$ cat config.mk
export PLATFORM = sky130hd
export DESIGN_NAME = shape_render_sched
export DESIGN_NICKNAME = d
export VERILOG_FILES = /design/src/rtl/shape_render_sched.sv
export SDC_FILE = /design/constraint.sdc
export NUM_CORES = 1
export LEC_CHECK = 0
export CORE_MARGIN = 3
export CORE_UTILIZATION = 50
export CTS_BUF_LIST = sky130_fd_sc_hd__clkbuf_4 sky130_fd_sc_hd__clkbuf_8
export DETAILED_ROUTE_END_ITERATION = 10
export MAX_ROUTING_LAYER = met4
export PLACE_DENSITY = 0.8
export SYNTH_ARGS = -nofsm -noshare
export SYNTH_HDL_FRONTEND = slang
export SYNTH_SLANG_ARGS = --single-unit
$ cat constraint.sdc
create_clock -name clk -period 2.39 [get_ports clk]
set_input_delay 0.3585 -clock clk [delete_from_list [all_inputs] [get_ports clk]]
set_output_delay 0.3585 -clock clk [all_outputs]
set_load 0.005 [all_outputs]
$ cat src/rtl/shape_render_sched.sv
// shape_render_sched: frame-level scheduler for the shared polygon line scanner.
// Walks the shape indices in order, skips masked-off pieces, and for each drawn
// piece presents shape_id, pulses scan_start and waits for scan_done.
// Optional feature macro: SHAPE_RENDER_SCHED_CLEAR_EN -- when defined, each frame
// starts with a background-clear pass on shape_id == NSHAPE before index 0.
//
// Handshake: scan_start is a one-cycle request; the scanner answers with a
// one-cycle scan_done, which is only honoured while waiting (WAIT state).
// frame_start is a one-cycle request accepted only in IDLE; any other cycle it
// is rejected and counted in the saturating overrun_cnt.
module shape_render_sched #(
  parameter int NSHAPE = 7,
  parameter int SHAPEW = 3
) (
  input  logic              clk,
  input  logic              rst_n,
  input  logic              frame_start,
  input  logic [NSHAPE-1:0] shape_mask,
  output logic              scan_start,
  input  logic              scan_done,
  output logic [SHAPEW-1:0] shape_id,
  output logic              frame_busy,
  output logic              frame_done,
  output logic [7:0]        overrun_cnt,
  output logic [2:0]        dbg_state_o
);

  typedef enum logic [2:0] {
    S_IDLE  = 3'd0,
    S_SEL   = 3'd1,
    S_START = 3'd2,
    S_WAIT  = 3'd3,
    S_DONE  = 3'd4
  } state_e;

  localparam logic [SHAPEW-1:0] LAST_ID  = SHAPEW'(NSHAPE - 1);
`ifdef SHAPE_RENDER_SCHED_CLEAR_EN
  localparam logic [SHAPEW-1:0] CLEAR_ID = SHAPEW'(NSHAPE);
  localparam logic [SHAPEW-1:0] FIRST_ID = CLEAR_ID;
`else
  localparam logic [SHAPEW-1:0] FIRST_ID = '0;
`endif

  state_e              state_q, state_d;
  logic [SHAPEW-1:0]   shape_id_q, shape_id_d;
  logic                end_q, end_d;        // index has run past the last shape
  logic [NSHAPE-1:0]   mask_q, mask_d;
  logic                scan_start_q, scan_start_d;
  logic                frame_busy_q, frame_busy_d;
  logic                frame_done_q, frame_done_d;
  logic [7:0]          overrun_q, overrun_d;

  logic [(1<<SHAPEW)-1:0] en_vec;
  logic [SHAPEW-1:0]      nxt_id;
  logic                   nxt_end;
  logic                   advance;

  // Per-index enable: latched mask for real shapes, the clear index always on.
  always_comb begin
    en_vec             = '0;
    en_vec[NSHAPE-1:0] = mask_q;
    en_vec[NSHAPE]     = 1'b1;
  end

  // Successor of the current index; END is a flag so shape_id keeps the last id.
  always_comb begin
    nxt_id  = shape_id_q + 1'b1;
    nxt_end = 1'b0;
    if (shape_id_q == LAST_ID) begin
      nxt_id  = shape_id_q;
      nxt_end = 1'b1;
    end
`ifdef SHAPE_RENDER_SCHED_CLEAR_EN
    if (shape_id_q == CLEAR_ID) begin
      nxt_id  = '0;
      nxt_end = 1'b0;
    end
`endif
  end

  // Next-state and registered-output logic for the frame walk.
  always_comb begin
    state_d      = state_q;
    shape_id_d   = shape_id_q;
    end_d        = end_q;
    mask_d       = mask_q;
    scan_start_d = 1'b0;
    frame_busy_d = frame_busy_q;
    frame_done_d = 1'b0;
    overrun_d    = overrun_q;
    advance      = 1'b0;

    if (frame_start && (state_q != S_IDLE) && (overrun_q != 8'hFF)) begin
      overrun_d = overrun_q + 8'd1;
    end

    case (state_q)
      S_IDLE: begin
        if (frame_start) begin
          mask_d       = shape_mask;
          shape_id_d   = FIRST_ID;
          end_d        = 1'b0;
          frame_busy_d = 1'b1;
          state_d      = S_SEL;
        end
      end
      S_SEL: begin
        if (end_q) begin
          frame_done_d = 1'b1;
          frame_busy_d = 1'b0;
          state_d      = S_DONE;
        end else if (en_vec[shape_id_q]) begin
          scan_start_d = 1'b1;
          state_d      = S_START;
        end else begin
          advance = 1'b1;
        end
      end
      S_START: state_d = S_WAIT;
      S_WAIT: begin
        if (scan_done) begin
          advance = 1'b1;
          state_d = S_SEL;
        end
      end
      S_DONE:  state_d = S_IDLE;
      default: state_d = S_IDLE;
    endcase

    if (advance) begin
      shape_id_d = nxt_id;
      end_d      = nxt_end;
    end
  end

  // State and output registers with synchronous active-low reset.
  always_ff @(posedge clk) begin
    if (!rst_n) begin
      state_q      <= S_IDLE;
      shape_id_q   <= '0;
      end_q        <= 1'b0;
      mask_q       <= '0;
      scan_start_q <= 1'b0;
      frame_busy_q <= 1'b0;
      frame_done_q <= 1'b0;
      overrun_q    <= 8'd0;
    end else begin
      state_q      <= state_d;
      shape_id_q   <= shape_id_d;
      end_q        <= end_d;
      mask_q       <= mask_d;
      scan_start_q <= scan_start_d;
      frame_busy_q <= frame_busy_d;
      frame_done_q <= frame_done_d;
      overrun_q    <= overrun_d;
    end
  end

  assign scan_start  = scan_start_q;
  assign shape_id    = shape_id_q;
  assign frame_busy  = frame_busy_q;
  assign frame_done  = frame_done_q;
  assign overrun_cnt = overrun_q;
  assign dbg_state_o = state_q;

endmodule

==> metrics.txt <==
Initial Util between 50% and 60%; fin util between 70% and 80%; TNS Setup 0 ns; critical path type flip-flop to flip-flop; Vias 928; Leakage 0.5481 nW; final worst slack between 0.2 and 0.3 ns; Post-CTS Resized 0; number of routed nets with antenna violations 0; buffer count from post-CTS setup fixing 0; Slew Limit Headroom a little over half; layout cell share with drive strength beyond 1 under 10%; Antenna diodes 0; port bufs 27; Reg2Reg Depth 5; total power around 0.00085 W; number of buffers created by CTS 3; worst hold start mask_q[4]; max-slew violation count 0; CP max FO 9; Yosys cell types 32; synthesized area 0.001160 mm2; Detailed Routing Iterations Pass 1 4; Hold Crit Depth 2; die width 54.17 um; vias in the first global route 858; Vert. Die Dim 54.17 um; Routed WL per cell around 13 um; CTS tree done; most common cell after layout, fill and taps aside clkdlybuf4s50_1; Tcrit/Tclk final 88.98%; number of clock sinks 25; CP Launch Type flip-flop; Seq/Total Area, Yosys between 40% and 50%; Filler cells 179; clock root cell clkbuf_4; Initial DRC Count 13; Setup Skew 0.002539 ns; all-layer global routing usage between 10% and 20%; register area 500.5 um2; CTS Hold Bufs 0; clock period minus worst slack approximately 2.1 ns; area of the multi-input gates roughly 630 um2; post-layout net count 166; gpl congestion between 0.8 and 0.9; wirelength, routed approximately 2300 um; CP arrival between 2 and 2.5 ns; Register-to-Register Setup Slack between 0.2 and 0.3 ns; grt ovf 0; DP Cell Count ~170; largest net degree at the start of global routing 25; pre-CTS setup slack between 0.3 and 0.4 ns; Synth Flop Type dfxtp_1; initial antenna violation count 0; Worst Setup End Kind flip-flop; ys async rst share 0%; RR Startpoint shape_id[2]; final number of hold-violating endpoints 0; Crit path required time roughly 2.7 ns; Via density between 5 and 6; Worst Max-Slew Pin Slew between 0.6 and 0.7 ns; core box area 0.002082 mm2; Final setup viols 0; Synth Area per Inst between 9 and 10 um2; most frequent cells in the layout 27 x clkdlybuf4s50_1, 25 x dfxtp_1, 23 x nand2_1; Syn Nets around 140; worst hold path class flip-flop to flip-flop; clock latency on the worst-skew pair 0.32 ns; first-pass GRT wire length roughly 3700 um; post-DP HPWL 1649 um; Area Growth Syn to Fin 26.86%; Max Freq about 470 MHz; DRC 0; synth warn 0; Hold EP mask_q[4]; Post-synth EDFFs 0; Seq cells post-synth 25; RSZ-0062 raised after global routing false; Max Cap Violations 0; Max VDD drop a little under 0.3 mV; Clock transition at path regs ~0.14 ns; IO Pins 28; Clock Tree Buf Depth 2; DIE AREA 0.002934 mm2; row count 16; CTS HTree Levels 1; FF-to-FF End shape_id[1]; post-route insts no fill ~180; status finished, final reports clean; cell count after synthesis ~120; Pwr per Cell Area about 570 mW/mm2
-- worst max-delay path, stage by stage, from the launching register on --
cell	delay, ns
dfxtp_1	0.59
mux2_1	0.36
mux4_2	0.49
o21ai_2	0.19
a21boi_4	0.23
mux2i_1	0.20
-- per-layer routing --
layer | GRT usage (%) | up-vias | share of wire, %
met2 | 27.69 | 21 | 45
met4 | 9.129 | 0 | 2.0
met5 | - | - | 0
li1 | - | 480 | -
met1 | 22.47 | 421 | 48
met3 | 2.493 | 6 | 4.3
-- layout make-up --
cell class / count / share of cell area, %
multi-input cells: 94 / 43.03
flip-flops and latches: 25 / 34.01
well taps: 27 / 2.296
repair buffers: 27 / 18.37
inverters: 1 / 0.2551
clock buffers: 3 / 1.531
clock inverters: 1 / 0.5102
-- state kept, by name, indices dropped and copies added, names as in the netlist --
| register | flops |
|---|---|
| dbg_state_o | 3 |
| scan_start | 1 |
| mask_q | 7 |
| frame_done | 1 |
| shape_id | 3 |
| end_q | 1 |
| frame_busy | 1 |
| overrun_cnt | 8 |
-- kinds of logic after synthesis --
family	Yosys count	share of synthesized area, %
fa+ha+maj	3	3.237
mux	7	8.091
buf+inv	5	2.265
flops	25	43.15
simple gates	60	26.11
xor+xnor	7	5.286
compound gates	17	11.87
-- Yosys cell counts, types with 2 or more instances --
library cell	instances	area (um2)
dfxtp_1	25	500.5
nand2_1	23	86.33
and2_1	10	62.56
a21boi_1	7	52.55
nand4_1	5	31.28
nor2_1	5	18.77
nor2b_1	5	31.28
xnor2_1	5	43.79
nand3_1	4	20.02
a21oi_1	3	15.01
clkbuf_1	3	11.26
ha_1	3	37.54
mux2i_1	3	30.03
mux2_4	2	30.03
nand2b_1	2	12.51
nor3_1	2	10.01
xor2_1	2	17.52
-- how the worst max path moves through the flow --
stage	endpoint	slack, ns	start	depth (start not counted)
2_1_floorplan	shape_id[0]	0.50	shape_id[2]	6
3_3_place_gp	shape_id[1]	0.39	shape_id[2]	5
3_5_place_dp	shape_id[1]	0.30	shape_id[2]	5
4_1_cts	shape_id[1]	0.28	shape_id[2]	5
5_1_grt	shape_id[1]	0.14	shape_id[2]	5
6_report	shape_id[1]	0.26	shape_id[2]	5
-- where the power goes --
part | leakage (nW) | total [W] | internal [W] | switching, W
logic | 0.331 | 0.000178 | 0.0000974 | 0.0000807
clock network | 0.0139 | 0.000195 | 0.0000640 | 0.000131
registers | 0.204 | 0.000472 | 0.000443 | 0.0000289
-- through the flow --
| step | cell area, um2 | hold WS (ns) |
|---|---|---|
| floorplan | 1160 | 0.4301 |
| global placement | 1441 | 0.4466 |
| detailed placement | 1441 | 0.4501 |
| CTS | 1471 | 0.4689 |
| global route | 1471 | 0.4919 |
| finish | 1471 | 0.4623 |
(Power assumes the default switching activity.)
